**config.mk**
```make
export PLATFORM = sky130hd
export DESIGN_NAME = fetch_pc_gen
export DESIGN_NICKNAME = d
export VERILOG_FILES = /design/src/rtl/fetch_pc_gen.sv
export SDC_FILE = /design/constraint.sdc
export NUM_CORES = 1
export LEC_CHECK = 0
export ABC_AREA = 1
export BUFFER_PORTS_ARGS = -buffer_cell sky130_fd_sc_hd__buf_2
export CAP_MARGIN = 10
export CORE_UTILIZATION = 40
export CTS_BUF_LIST = sky130_fd_sc_hd__clkbuf_8
export DETAILED_ROUTE_END_ITERATION = 6
export PLACE_DENSITY_LB_ADDON = 0.12
export SLEW_MARGIN = 20
export SYNTH_ARGS = -nofsm -noshare
export SYNTH_HDL_FRONTEND = slang
export SYNTH_SLANG_ARGS = --single-unit
```
**constraint.sdc**
```tcl
create_clock -name clk -period 5.4 [get_ports clk]
set_input_delay 1.08 -clock clk [delete_from_list [all_inputs] [get_ports clk]]
set_output_delay 1.08 -clock clk [all_outputs]
set_load 0.02 [all_outputs]
```
**src/rtl/fetch_pc_gen.sv**
```systemverilog
// fetch_pc_gen: fetch-stage next-PC sequencer with a direct-mapped BTB.
// Hands each fetched PC and its prediction to the instruction queue.
module fetch_pc_gen #(
   parameter int              PC_W        = 32,
   parameter int              BTB_ENTRIES = 16,
   parameter logic [PC_W-1:0] RESET_PC    = '0
) (
   input  logic            clk,
   input  logic            reset,
   output logic [PC_W-1:0] fetch_pc,
   input  logic            pred_taken,
   output logic            fetch_valid,
   input  logic            fetch_ready,
   output logic            fetch_pred_taken,
   output logic [PC_W-1:0] fetch_pred_target,
   input  logic            btb_wr_en,
   input  logic [PC_W-1:0] btb_wr_pc,
   input  logic [PC_W-1:0] btb_wr_target,
   input  logic            redirect,
   input  logic [PC_W-1:0] redirect_pc,
   output logic [31:0]     fetch_count
);

   localparam int IDX_W = $clog2(BTB_ENTRIES);
   localparam int TAG_W = PC_W - IDX_W - 2;

   localparam logic [1:0] BOOT  = 2'd0;
   localparam logic [1:0] RUN   = 2'd1;
   localparam logic [1:0] FLUSH = 2'd2;

   localparam logic [PC_W-1:0] PC_RST = {RESET_PC[PC_W-1:2], 2'b00};

   logic [PC_W-1:0] pc;
   logic [PC_W-1:0] pc_nxt;
   logic [PC_W-1:0] seq_pc;
   logic [1:0]      state;
   logic [1:0]      state_nxt;
   logic            accept;
   logic            btb_hit;

   logic [BTB_ENTRIES-1:0] btb_valid;
   logic [TAG_W-1:0]       btb_tag [BTB_ENTRIES];
   logic [PC_W-3:0]        btb_tgt [BTB_ENTRIES];

   logic [IDX_W-1:0] rd_idx;
   logic [TAG_W-1:0] rd_tag;
   logic [IDX_W-1:0] wr_idx;
   logic [TAG_W-1:0] wr_tag;

   // PC word-offset bits are forced to zero and never consumed
   logic unused_lsbs;
   assign unused_lsbs = ^{redirect_pc[1:0], btb_wr_pc[1:0], btb_wr_target[1:0]};

   assign rd_idx = pc[IDX_W+1:2];
   assign rd_tag = pc[PC_W-1:IDX_W+2];
   assign wr_idx = btb_wr_pc[IDX_W+1:2];
   assign wr_tag = btb_wr_pc[PC_W-1:IDX_W+2];

   assign btb_hit = btb_valid[rd_idx] && (btb_tag[rd_idx] == rd_tag);
   assign seq_pc  = pc + PC_W'(4);

   assign fetch_pc          = pc;
   assign fetch_valid       = (state == RUN) && !redirect;
   assign fetch_pred_taken  = btb_hit && pred_taken;
   assign fetch_pred_target = fetch_pred_taken ? {btb_tgt[rd_idx], 2'b00} : seq_pc;
   assign accept            = fetch_valid && fetch_ready;

   always_comb begin
      pc_nxt    = pc;
      state_nxt = state;
      unique case (1'b1)
         redirect: begin
            pc_nxt    = {redirect_pc[PC_W-1:2], 2'b00};
            state_nxt = FLUSH;
         end
         accept: begin
            pc_nxt    = fetch_pred_target;
            state_nxt = RUN;
         end
         default: state_nxt = RUN;
      endcase
   end

   always_ff @(posedge clk or posedge reset) begin
      if (reset) begin
         pc          <= PC_RST;
         state       <= BOOT;
         fetch_count <= '0;
      end else begin
         pc    <= pc_nxt;
         state <= state_nxt;
         if (accept)
            fetch_count <= fetch_count + 32'd1;
      end
   end

   always_ff @(posedge clk or posedge reset) begin
      if (reset)
         btb_valid <= '0;
      else if (btb_wr_en)
         btb_valid[wr_idx] <= 1'b1;
   end

   // Payload arrays are qualified by btb_valid, so they carry no reset
   always_ff @(posedge clk) begin
      if (btb_wr_en) begin
         btb_tag[wr_idx] <= wr_tag;
         btb_tgt[wr_idx] <= btb_wr_target[PC_W-1:2];
      end
   end

endmodule

```
==> impl_results.md <==
* Yosys top cell area share at 64.3%
* Family with the most delay on the worst path: buffers and inverters
* Routed WL at 132 mm
* First-pass GRT wire length at 188 mm
* Worst Path Buf+Inv at 4
* Synth cell types at 49
* Most common cell after layout, fill and taps aside: nand2_1
* Combinational fraction of design power at 13.7%
* CORE AREA at 0.104 sq mm
* Clock slew at reported path FFs at about 0.060 ns
* HP Class: primary input to async pin
* Static Leak at 0.0191 uW
* Required @ worst endpoint at approximately 4.3 ns
* CTS H-tree depth at 4
* Final Cell Area at 0.0480 sq mm
* GRT Overall Usage at 24.4%
* Ys Warns at 0
* Critical Path Sink Type: output port
* Vias post-DR at around 29,000
* CP Launch Type: flop
* Outcome: finished clean
* Fin crit period at 5.30 ns
* Maximum VDD drop at around 0.00021 V
* Met2 Usage GRT at between 30% and 40%
* Detailed Place HPWL at 75.3 mm
* Worst-margin pin slew at 1.04 ns
* Iteration-0 DRC Markers at 2,542
* Synthesized cell area at 0.0418 sq mm
* FFs w/ async S/R, synth at under 10%
* Number of buffers created by CTS at around 170
* Row count at 118
* Post-synthesis adder-cell area fraction at 0.0598%
* Syn_nets at ~3,900
* Critical-path top delay cell: dfrtp_4
* Area contributors post-synth: edfxtp_1 64%, nand2_1 8.6%, dfrtp_1 4.9%
* Wirelength per Cell at 23.4 um
* TritonCTS clock tree: built
* Die Area at 0.106 sq mm
* Critical path class: flop to output port
* Power, Total at 17,000 uW
* Simple-gate portion of the synthesized area at 17.0%
* Vias per cell at 5.19
* Vias in the first global route at 27,300
* Sw power at 4830 uW
* Slew headroom at 30.6%
* Fin Clk Skew at 0.0532 ns
* Clk pwr share at between 30% and 40%
* Hold_buf cts at 0
* Filler cells at 9,724
* Area delta synth->final at 14.6%
* TritonRoute pass-1 iters at 5
* Fraction of layout cells with a size suffix above 1 at 13.4%
* GRT busiest layer: met2
* Clk_lat worst skew at around 0.87 ns
* Gate Count Post-Synth at 3,845
* GP Congestion at 0.939
* Xor/xnor share of the synthesized area at 1.07%
* Worst path cell trace: clkinv_2, buf_4, nand3_1, nand3_1, nand2_1, nand2_1, nand2_1, nand2_1, nor2_1, nand2_1, nor2_4, buf_12, nand2_4, o21ai_1, buf_2
* Register area share after synthesis at between 60% and 70%
* Largest net degree at the start of global routing at 99
* Worst EP arrival at 4.22 ns
* Max Fanout on Critical Path at 21
* Final setup fails at 0
* Cell Int Power at 12,200 uW
* Avg Cell Area, Syn at between 10 and 15 sq um
* Dominant register cell in the synthesized netlist: edfxtp_1
* Grt met3 use at 4.27%
* DRC viols at 0
* Largest family of logic cells by synthesized area: simple AND/OR/NAND/NOR gates
* Slowest stage delay, CP at 0.47 ns
* Die Height at 325 um
* Most frequent CP cell: nand2_1
* Gr ovfl total at 0
* Crit share post-route at a little over nine tenths
* Max_cap viols at 0
* Root buffer cell: clkbuf_8
* Area after DPL at 0.0446 sq mm
* Initial Util at 40.4%
* Final hold slack at 0.331 ns
* Yosys top cell by area: edfxtp_1
* Reg power frac at 50.6%
* Compound-Gate Fraction of Synth Area at 6.87%
* Post-route antenna net violation count at 0
* Power density over the cells at 354 mW/mm^2
* Number of placed I/O pins at 200
* Final Hold Viols at 0
* Most frequent cells in the layout: 961 x nand2_1, 896 x edfxtp_1, 437 x inv_1, 385 x nor2_1, 295 x nand3_1
* Post-synth EDFFs at between 800 and 900
* Sw Share at 28.4%
* Die X at 325 um
* Met1 GRT Util at 34.1%
* Initial antenna violation count at 15
* PortBufs at 193
* Clock sinks at 978
* Post-synthesis mux area share at 0%
* Peak Freq at 0.189 GHz
* Layout Nets at between 4,000 and 5,000
* Yosys reg bits at 978
* Fin. max-slew vios at 0
* Clk buf depth at 3
-- area by class of cell --
| type | count | area [sq um] | share of cell area, % |
|---|---|---|---|
| Sequential cell | 978 | 29000 | 60.4 |
| Multi-Input combinational cell | 2288 | 10600 | 22.2 |
| Clock buffer | 176 | 2420 | 5.05 |
| Timing Repair Buffer | 295 | 2150 | 4.47 |
| Tap cell | 1380 | 1730 | 3.60 |
| Inverter | 378 | 1470 | 3.06 |
| Clock inverter | 120 | 562 | 1.17 |
| Timing Repair inverter | 1 | 16.3 | 0.0339 |
| Antenna cell | 5 | 12.5 | 0.0261 |
-- synth_stat cells, types with 9 or more instances --
cell and count:
nand2_1 962, edfxtp_1 896, nor2_1 404, inv_1 362, nand3_1 297, o21ai_0 292, clkbuf_1 104, dfrtp_1 82
o22ai_1 77, buf_2 54, o21ai_1 40, xor2_1 40, o221ai_1 33, nor3_1 20, buf_6 17, buf_4 16
or2_2 16, nand4_1 14, a31oi_1 11, buf_1 11, xnor2_1 11, inv_2 9
-- through the flow --
stage	setup slack [ns]	setup TNS [ns]	utilization (%)	std cells
after floorplan	1.27	0	-	3845
after global placement	0.698	0	43.0	5301
after detailed placement	0.707	0	43.0	5302
after CTS	0.00746	0	46.0	5602
after global routing	-0.00198	-0.00481	46.3	5620
final	0.103	0	46.3	5621
-- logic make-up after synthesis --
| logic type | after synthesis |
|---|---|
| buf+inv | 580 |
| flops | 978 |
| fa+ha+maj | 2 |
| compound gates | 498 |
| simple gates | 1736 |
| xor+xnor | 51 |
-- metal layers --
metal | part of all wire (%) | vias up
met2 | 47 | 998
met1 | 44 | 14400
met3 | 6.8 | 186
li1 | - | 13600
met5 | 0.035 | -
met4 | 2.2 | 6
-- power groups by stage --
| stage | Clock, uW | Sequential [uW] | Combinational [uW] |
|---|---|---|---|
| finish | 6070 | 8600 | 2320 |
| floorplan | 0 | 8750 | 1320 |
| global placement | 0 | 8750 | 2230 |
| global route | 6520 | 8610 | 2530 |
| CTS | 6210 | 8600 | 2270 |
| detailed placement | 0 | 8750 | 2240 |
-- final timing paths --
check	start	endpoint	slack, ns	cells past startpoint
max	fetch_pc[4]	fetch_pred_target[4]	0.10	15
min	reset	fetch_count[15]	0.33	2
max reg2reg	fetch_pc[4]	fetch_pc[2]	1.96	16
min reg2reg	btb_valid[1]	btb_valid[1]	0.47	1
max in group asynchronous	reset	fetch_pc[4]	4.01	3
min in group clk	btb_valid[1]	btb_valid[1]	0.47	1
-- timing repair --
item	in CTS	in global routing
gates cloned	2	5
pin swaps	0	4
gates resized for setup	11	18
setup buffers	2	9
endpoints found under the setup margin	27	28
-- state kept, by name, indices dropped and copies added, names as in the netlist --
name         cells
btb_tgt        480
btb_tag        416
fetch_count     32
fetch_pc        32
btb_valid       16
state            2
No activity file was read; power rests on OpenSTA's default activity.
